===== config.mk =====
export PLATFORM = sky130hd
export DESIGN_NAME = clock_pll_reset_sequencer_flat
export DESIGN_NICKNAME = d
export VERILOG_FILES = /design/src/rtl/clock_pll_reset_sequencer_pkg.sv /design/src/rtl/clock_pll_reset_sequencer_if.sv /design/src/rtl/clock_pll_sync_bit.sv /design/src/rtl/clock_pll_reset_sequencer.sv /design/src/flat_wrapper.sv
export SDC_FILE = /design/constraint.sdc
export NUM_CORES = 1
export LEC_CHECK = 0
export BUFFER_PORTS_ARGS = -buffer_cell sky130_fd_sc_hd__buf_2
export CORE_MARGIN = 2
export CORE_UTILIZATION = 57
export DETAILED_ROUTE_END_ITERATION = 6
export GPL_TIMING_DRIVEN = 0
export PLACE_DENSITY = 0.83
export SYNTH_ARGS = -nofsm -noshare
export SYNTH_HDL_FRONTEND = slang
export SYNTH_SLANG_ARGS = --single-unit

===== constraint.sdc =====
create_clock -name clk -period 2.5 [get_ports clk]
set_input_delay 0.375 -clock clk [delete_from_list [all_inputs] [get_ports clk]]
set_output_delay 0.375 -clock clk [all_outputs]
set_load 0.01 [all_outputs]

===== src/rtl/clock_pll_reset_sequencer_pkg.sv =====
// Shared definitions for the PLL reset sequencer.
//   seq_state_e : sequencer states PLL_RST, WAIT_LOCK, STABILIZE, RELEASE, RUN
//   RETRY_W     : width of the watchdog retry counter
//   cnt_width() : width of the single shared phase counter. It must hold
//                 (largest phase length - 1) and is never narrower than 1 bit.
package clock_pll_reset_sequencer_pkg;

    typedef enum logic [2:0] {
        PLL_RST,
        WAIT_LOCK,
        STABILIZE,
        RELEASE,
        RUN
    } seq_state_e;

    localparam int RETRY_W = 8;

    function automatic int cnt_width(input int a, input int b, input int c, input int d);
        int m;
        m = a;
        if (b > m) m = b;
        if (c > m) m = c;
        if (d > m) m = d;
        return (m < 2) ? 1 : $clog2(m);
    endfunction

endpackage


===== src/rtl/clock_pll_reset_sequencer_if.sv =====
// Control/status bundle between the PLL reset sequencer and its surroundings.
//   pll_locked   : PLL lock indicator (asynchronous to the sequencer clock)
//   sw_reset_req : level request to restart the sequence
//   clr_status   : one-cycle pulse clearing lock_lost and retry_count
//   pll_rst      : active-high PLL reset
//   domain_rstnn : active-low staged domain resets, bit 0 released first
//   seq_done     : high while the sequencer is in RUN
//   lock_lost    : sticky, lock dropped while in RUN
//   retry_count  : saturating watchdog retry count
// master = sequencer side, slave = system/PLL side.
interface clock_pll_reset_sequencer_if #(
    parameter int NUM_DOMAINS = 3
);
    import clock_pll_reset_sequencer_pkg::*;

    logic                   pll_locked;
    logic                   sw_reset_req;
    logic                   clr_status;
    logic                   pll_rst;
    logic [NUM_DOMAINS-1:0] domain_rstnn;
    logic                   seq_done;
    logic                   lock_lost;
    logic [RETRY_W-1:0]     retry_count;

    modport master (
        input  pll_locked,
        input  sw_reset_req,
        input  clr_status,
        output pll_rst,
        output domain_rstnn,
        output seq_done,
        output lock_lost,
        output retry_count
    );

    modport slave (
        output pll_locked,
        output sw_reset_req,
        output clr_status,
        input  pll_rst,
        input  domain_rstnn,
        input  seq_done,
        input  lock_lost,
        input  retry_count
    );

endinterface


===== src/rtl/clock_pll_sync_bit.sv =====
// N-stage single-bit synchronizer; every flop resets to 0 so a reset always
// reads as "not locked" until the input has been sampled STAGES times.
//   clk   : destination clock
//   rstnn : asynchronous active-low reset
//   d_i   : asynchronous input bit
//   q_o   : synchronized output (last stage)
module clock_pll_sync_bit #(
    parameter int STAGES = 2
) (
    input  logic clk,
    input  logic rstnn,
    input  logic d_i,
    output logic q_o
);

    logic [STAGES-1:0] sync_q;
    logic [STAGES-1:0] sync_d;

    assign sync_d = {sync_q[STAGES-2:0], d_i};

    always_ff @(posedge clk or negedge rstnn) begin
        if (!rstnn) begin
            sync_q <= '0;
        end else begin
            sync_q <= sync_d;
        end
    end

    assign q_o = sync_q[STAGES-1];

endmodule


===== src/rtl/clock_pll_reset_sequencer.sv =====
// PLL reset sequencer, clocked from the free-running reference clock.
// Holds the PLL in reset, waits for a synchronized and stable lock, then
// releases the downstream domain resets one at a time. Loss of lock in
// RELEASE/RUN or a software request tears everything down and restarts.
//   clk   : free-running reference clock
//   rstnn : asynchronous active-low reset
//   bus   : control/status bundle (master modport), see the interface file
// Optional watchdog: define CLOCK_PLL_RESET_SEQUENCER_WATCHDOG_EN to retry the
// PLL after LOCK_TIMEOUT cycles without lock in WAIT_LOCK; otherwise WAIT_LOCK
// waits forever and retry_count reads 0.
module clock_pll_reset_sequencer
    import clock_pll_reset_sequencer_pkg::*;
#(
    parameter int LOCK_SYNC_STAGES = 2,
    parameter int PLL_RST_CYCLES   = 16,
    parameter int STABLE_CYCLES    = 1024,
    parameter int NUM_DOMAINS      = 3,
    parameter int STAGE_GAP        = 8,
    parameter int LOCK_TIMEOUT     = 65536
) (
    input  logic                         clk,
    input  logic                         rstnn,
    clock_pll_reset_sequencer_if.master  bus
);

    localparam int CNT_W = cnt_width(PLL_RST_CYCLES, STABLE_CYCLES, STAGE_GAP, LOCK_TIMEOUT);

    // Terminal counts: the counter starts at 0 on entry to each phase.
    localparam logic [CNT_W-1:0] PLL_RST_LAST = CNT_W'(PLL_RST_CYCLES - 1);
    localparam logic [CNT_W-1:0] STABLE_LAST  = CNT_W'(STABLE_CYCLES - 1);
    localparam logic [CNT_W-1:0] GAP_LAST     = CNT_W'(STAGE_GAP - 1);
`ifdef CLOCK_PLL_RESET_SEQUENCER_WATCHDOG_EN
    localparam logic [CNT_W-1:0] TIMEOUT_LAST = CNT_W'(LOCK_TIMEOUT - 1);
`endif

    logic                   locked_s;
    seq_state_e             state_q;
    logic [CNT_W-1:0]       cnt_q;
    logic                   pll_rst_q;
    logic [NUM_DOMAINS-1:0] domain_q;
    logic [NUM_DOMAINS-1:0] domain_shift_d;
    logic                   seq_done_q;
    logic                   lock_lost_q;
    logic                   restart;
`ifdef CLOCK_PLL_RESET_SEQUENCER_WATCHDOG_EN
    logic [RETRY_W-1:0]     retry_q;
`endif

    clock_pll_sync_bit #(
        .STAGES (LOCK_SYNC_STAGES)
    ) u_lock_sync (
        .clk   (clk),
        .rstnn (rstnn),
        .d_i   (bus.pll_locked),
        .q_o   (locked_s)
    );

    // Release mask grows from bit 0 upward: 001 -> 011 -> 111.
    assign domain_shift_d = (domain_q << 1) | NUM_DOMAINS'(1);

    // Teardown applies in every state; in PLL_RST it simply restarts the
    // reset-hold counter, which keeps the PLL in reset while sw_reset_req is high.
    assign restart = bus.sw_reset_req ||
                     (!locked_s && (state_q == RELEASE || state_q == RUN));

    always_ff @(posedge clk or negedge rstnn) begin
        if (!rstnn) begin
            state_q     <= PLL_RST;
            cnt_q       <= '0;
            pll_rst_q   <= 1'b1;
            domain_q    <= '0;
            seq_done_q  <= 1'b0;
            lock_lost_q <= 1'b0;
`ifdef CLOCK_PLL_RESET_SEQUENCER_WATCHDOG_EN
            retry_q     <= '0;
`endif
        end else begin
            // Clear first; any set later in this block overrides it.
            if (bus.clr_status) begin
                lock_lost_q <= 1'b0;
`ifdef CLOCK_PLL_RESET_SEQUENCER_WATCHDOG_EN
                retry_q     <= '0;
`endif
            end

            if (restart) begin
                if (!locked_s && state_q == RUN) begin
                    lock_lost_q <= 1'b1;
                end
                state_q    <= PLL_RST;
                cnt_q      <= '0;
                pll_rst_q  <= 1'b1;
                domain_q   <= '0;
                seq_done_q <= 1'b0;
            end else begin
                case (state_q)
                    PLL_RST: begin
                        if (cnt_q == PLL_RST_LAST) begin
                            state_q   <= WAIT_LOCK;
                            cnt_q     <= '0;
                            pll_rst_q <= 1'b0;
                        end else begin
                            cnt_q <= cnt_q + 1'b1;
                        end
                    end
                    WAIT_LOCK: begin
                        if (locked_s) begin
                            state_q <= STABILIZE;
                            cnt_q   <= '0;
                        end
`ifdef CLOCK_PLL_RESET_SEQUENCER_WATCHDOG_EN
                        else if (cnt_q == TIMEOUT_LAST) begin
                            state_q   <= PLL_RST;
                            cnt_q     <= '0;
                            pll_rst_q <= 1'b1;
                            retry_q   <= (retry_q == '1) ? retry_q : retry_q + 1'b1;
                        end else begin
                            cnt_q <= cnt_q + 1'b1;
                        end
`endif
                    end
                    STABILIZE: begin
                        if (!locked_s) begin
                            state_q <= WAIT_LOCK;
                            cnt_q   <= '0;
                        end else if (cnt_q == STABLE_LAST) begin
                            cnt_q    <= '0;
                            domain_q <= NUM_DOMAINS'(1);
                            if (NUM_DOMAINS == 1) begin
                                state_q    <= RUN;
                                seq_done_q <= 1'b1;
                            end else begin
                                state_q <= RELEASE;
                            end
                        end else begin
                            cnt_q <= cnt_q + 1'b1;
                        end
                    end
                    RELEASE: begin
                        if (cnt_q == GAP_LAST) begin
                            cnt_q    <= '0;
                            domain_q <= domain_shift_d;
                            if (&domain_shift_d) begin
                                state_q    <= RUN;
                                seq_done_q <= 1'b1;
                            end
                        end else begin
                            cnt_q <= cnt_q + 1'b1;
                        end
                    end
                    RUN: begin
                        cnt_q <= '0;
                    end
                    default: begin
                        state_q    <= PLL_RST;
                        cnt_q      <= '0;
                        pll_rst_q  <= 1'b1;
                        domain_q   <= '0;
                        seq_done_q <= 1'b0;
                    end
                endcase
            end
        end
    end

    assign bus.pll_rst      = pll_rst_q;
    assign bus.domain_rstnn = domain_q;
    assign bus.seq_done     = seq_done_q;
    assign bus.lock_lost    = lock_lost_q;
`ifdef CLOCK_PLL_RESET_SEQUENCER_WATCHDOG_EN
    assign bus.retry_count  = retry_q;
`else
    assign bus.retry_count  = '0;
`endif

endmodule


===== src/flat_wrapper.sv =====
// flat-port wrapper written by rule: the top's interface ports become plain ports
module clock_pll_reset_sequencer_flat import clock_pll_reset_sequencer_pkg::*;
#(
    parameter int LOCK_SYNC_STAGES = 2,
    parameter int PLL_RST_CYCLES   = 16,
    parameter int STABLE_CYCLES    = 1024,
    parameter int NUM_DOMAINS      = 3,
    parameter int STAGE_GAP        = 8,
    parameter int LOCK_TIMEOUT     = 65536
)
  (clk, rstnn, bus_pll_locked, bus_sw_reset_req, bus_clr_status, bus_pll_rst, bus_domain_rstnn, bus_seq_done, bus_lock_lost, bus_retry_count);
  clock_pll_reset_sequencer_if #(.NUM_DOMAINS(NUM_DOMAINS)) bus_i ();
  input  logic clk;
  input  logic rstnn;
  input wire logic [$bits(bus_i.pll_locked)-1:0] bus_pll_locked;
  input wire logic [$bits(bus_i.sw_reset_req)-1:0] bus_sw_reset_req;
  input wire logic [$bits(bus_i.clr_status)-1:0] bus_clr_status;
  output wire logic [$bits(bus_i.pll_rst)-1:0] bus_pll_rst;
  output wire logic [$bits(bus_i.domain_rstnn)-1:0] bus_domain_rstnn;
  output wire logic [$bits(bus_i.seq_done)-1:0] bus_seq_done;
  output wire logic [$bits(bus_i.lock_lost)-1:0] bus_lock_lost;
  output wire logic [$bits(bus_i.retry_count)-1:0] bus_retry_count;
  assign bus_i.pll_locked = bus_pll_locked;
  assign bus_i.sw_reset_req = bus_sw_reset_req;
  assign bus_i.clr_status = bus_clr_status;
  assign bus_pll_rst = bus_i.pll_rst;
  assign bus_domain_rstnn = bus_i.domain_rstnn;
  assign bus_seq_done = bus_i.seq_done;
  assign bus_lock_lost = bus_i.lock_lost;
  assign bus_retry_count = bus_i.retry_count;
  clock_pll_reset_sequencer #(.LOCK_SYNC_STAGES(LOCK_SYNC_STAGES), .PLL_RST_CYCLES(PLL_RST_CYCLES), .STABLE_CYCLES(STABLE_CYCLES), .NUM_DOMAINS(NUM_DOMAINS), .STAGE_GAP(STAGE_GAP), .LOCK_TIMEOUT(LOCK_TIMEOUT)) u_core (.clk(clk), .rstnn(rstnn), .bus(bus_i));
endmodule

==> flow_summary.toml <==
[critical_path]
crit_path_start_kind = "flop"
path_buf_inv = 0
crit_path_top_delay_cell = "dfrtp_1"
crit_fanout = 5
slowest_delay_ns = 0.43
crit_chain = "ha_1, and3_1, nand4_1, a32o_2, a211oi_1, o32ai_1"
crit_arrival_ns = 2.34
path_delay_family = "compound AO/OA/AOI/OAI gates"
path_class = "flop to flop"
crit_required_ns = 2.70
worst_setup_path_end_kind = "flop"

[routing]
drt-initial-drc-count = 58
avgViaCountPerCell = 5.943
routedWlPerCell_um = 13.85
vias = 1367
ant_nets = 0
drt-total-wl_um = 3186
dr.pass1.iters = 4
route.detailed.drc = 0

[power_and_ir_drop]
power_frac_seq_pct = 50.8
sw_frac_of_total_pct = 34.85
switchingPower_w = 0.0003356
powerDensity_nw_per_um2 = 547.8
clock_power_share_pct = 19.7
p_int_w = 0.0006274
peakVddDrop_mv = 0.4736
p_leak_nw = 0.7636
combPwrFrac_pct = 29.4

[clock_tree]
htree_levels = 1
clk_latency_ns = 0.33
cts_buffers = 3
cts_buffer_depth = 2
cts.clk_slew.worst_paths_ns = 0.14
cts_num_sinks = 27
cts_tree = "done"
postCtsSetupBuffers = 0
cts_resized = 0
cts-root-buf = "clkbuf_4"
cts_hold_buffers = 0

[yosys]
synth-seq-area-share_pct = 41.87
synth-seq-cells = 27
ys_async_sr_fraction_pct = 100.0
synth_area_um2 = 1617
yosys_warnings = 0
synth_area_per_cell_um2 = 9.082
syn_inst = 178
synth.distinct_cells = 44
synth_edf_count = 0
synth_ff_type = "dfrtp_1"

[sta]
finalMaxSlewViolations = 0
min_period_ns = 2.136
tns_ns = 0
setup_viol = 0
report.final.hold_viol_count = 0
tightest_slew_ns = 0.6097
rsz0062_at_grt = "false"
period_share_pct = 85.43
slew_headroom_pct = 59.35
max_freq_ghz = 0.4682
fin_worst_skew_ns = 0.006024

[cells_and_area]
n_antenna_cell = 0
finalNetCount = 206
drive_above_1_share_pct = 18.59
synthToLayoutAreaGrowth_pct = 8.746
final_cell_mix = "dfrtp_1, nor2_1, nand2_1"
layout_commonest_cell = "dfrtp_1"
finish.utilization_pct = 64.30
fin_area_um2 = 1758

[floorplan]
die_h_um = 57.26
row_count = 19
fp.dieW_um = 57.26
ioPinCount = 19
initial_core_util_pct = 59.13
coreArea_um2 = 2734
dieArea_um2 = 3278

[placed_design]
gp_congestion = 0.9133
portBuffers = 10
hpwl_um = 2369
placed_area_um2 = 1732

[flow_run]
cap_violations = 0

[worst_hold_path]
timing.hold.worst.class = "primary input to asynchronous set/reset pin"

[global_routing]
overflow = 0
grt_max_degree = 28
grt_usage_pct = 21.72
antenna_found_initial = 0
grt_pass1_vias = 1305
grt_pass1_wl_um = 5658

[status]
status = "completed"
==> logic make-up after synthesis <==
group / synth area share (%)
simple gates: 31.04
compound gates: 12.15
flops: 41.87
buf+inv: 7.197
xor+xnor: 4.876
mux: 1.858
fa+ha+maj: 0.7739
other cells: 0.2320
==> synth_stat cells (2+ instances only) <==
master | n | share of area (%)
or2_2 | 2 | 0.77
xnor2_1 | 9 | 4.9
buf_4 | 9 | 4.2
or3_1 | 2 | 0.77
nor4_4 | 2 | 2.6
o32ai_1 | 2 | 1.1
nand4_1 | 5 | 1.9
nor4bb_1 | 2 | 1.2
and4_1 | 2 | 1.1
nand3b_1 | 2 | 0.93
o22ai_1 | 2 | 0.77
buf_2 | 3 | 0.93
o21bai_1 | 2 | 0.93
nor4_1 | 6 | 2.3
mux2i_1 | 3 | 1.9
and3_1 | 4 | 1.5
dfrtp_1 | 26 | 40
nor2_1 | 21 | 4.9
a211oi_1 | 3 | 1.4
nand3_1 | 10 | 3.1
nor3_1 | 6 | 1.9
a21oi_1 | 3 | 0.93
o21ai_0 | 8 | 2.5
nand2_1 | 20 | 4.6
inv_1 | 5 | 1.2
==> power groups by stage <==
stage               clock (W)  combinational (W)  sequential, W
floorplan                   0           0.000215       0.000489
global placement            0           0.000270       0.000495
detailed placement          0           0.000277       0.000497
CTS                  0.000193           0.000280       0.000489
global route         0.000209           0.000316       0.000491
finish               0.000190           0.000284       0.000490
==> layer usage <==
metal	share of wire, %	track usage (%)	wire [um]
met1	46	30.33	1469
met2	47	34.48	1501
met3	4.9	2.041	155
met4	1.8	9.967	58
met5	0	0	0
==> stage by stage <==
step | hold slack, ns | cells | setup slack (ns) | power [W]
2_1_floorplan | 0.07941 | 185 | 0.7350 | 0.0007040
3_3_place_gp | 0.3325 | 226 | 0.5413 | 0.0007647
3_5_place_dp | 0.3569 | 226 | 0.4416 | 0.0007745
4_1_cts | 0.05490 | 230 | 0.4021 | 0.0009621
5_1_grt | 0.07518 | 230 | 0.2391 | 0.001017
6_report | 0.03694 | 230 | 0.3644 | 0.0009630
==> state kept, by name (all words and copies together) (netlist names) <==
signal	flops
u_core.bus.domain_rstnn	3
u_core.bus.lock_lost	1
u_core.bus.pll_rst	1
u_core.bus.seq_done	1
u_core.cnt_q	16
u_core.state_q	3
u_core.u_lock_sync.sync_q	2
==> worst paths after layout <==
| kind | slack, ns | cells after the start | from | to |
|---|---|---|---|---|
| min in group clk | 0.14 | 1 | bus_pll_locked | u_core.u_lock_sync.sync_q[0]$_DFF_PN0_ |
| min | 0.04 | 1 | rstnn | u_core.state_q[2]$_DFFE_PN0P_ |
| max in group asynchronous | 2.07 | 1 | rstnn | u_core.cnt_q[6]$_DFFE_PN0N_ |
| max | 0.36 | 6 | u_core.cnt_q[0]$_DFFE_PN0N_ | u_core.cnt_q[2]$_DFFE_PN0N_ |
| min reg2reg | 0.40 | 0 | u_core.u_lock_sync.sync_q[0]$_DFF_PN0_ | u_core.u_lock_sync.sync_q[1]$_DFF_PN0_ |
| max reg2reg | 0.36 | 6 | u_core.cnt_q[0]$_DFFE_PN0N_ | u_core.cnt_q[2]$_DFFE_PN0N_ |
==> cell type report <==
class | count | area (um2)
fill | 218 | 975.9
inverter | 5 | 18.77
sequential | 27 | 676.9
timing repair buffer | 10 | 50.05
multi-input combinational | 139 | 849.6
buffer | 14 | 97.59
tap | 31 | 38.79
clock buffer | 4 | 26.28
Note: power is estimated with default switching activity, not from simulation.
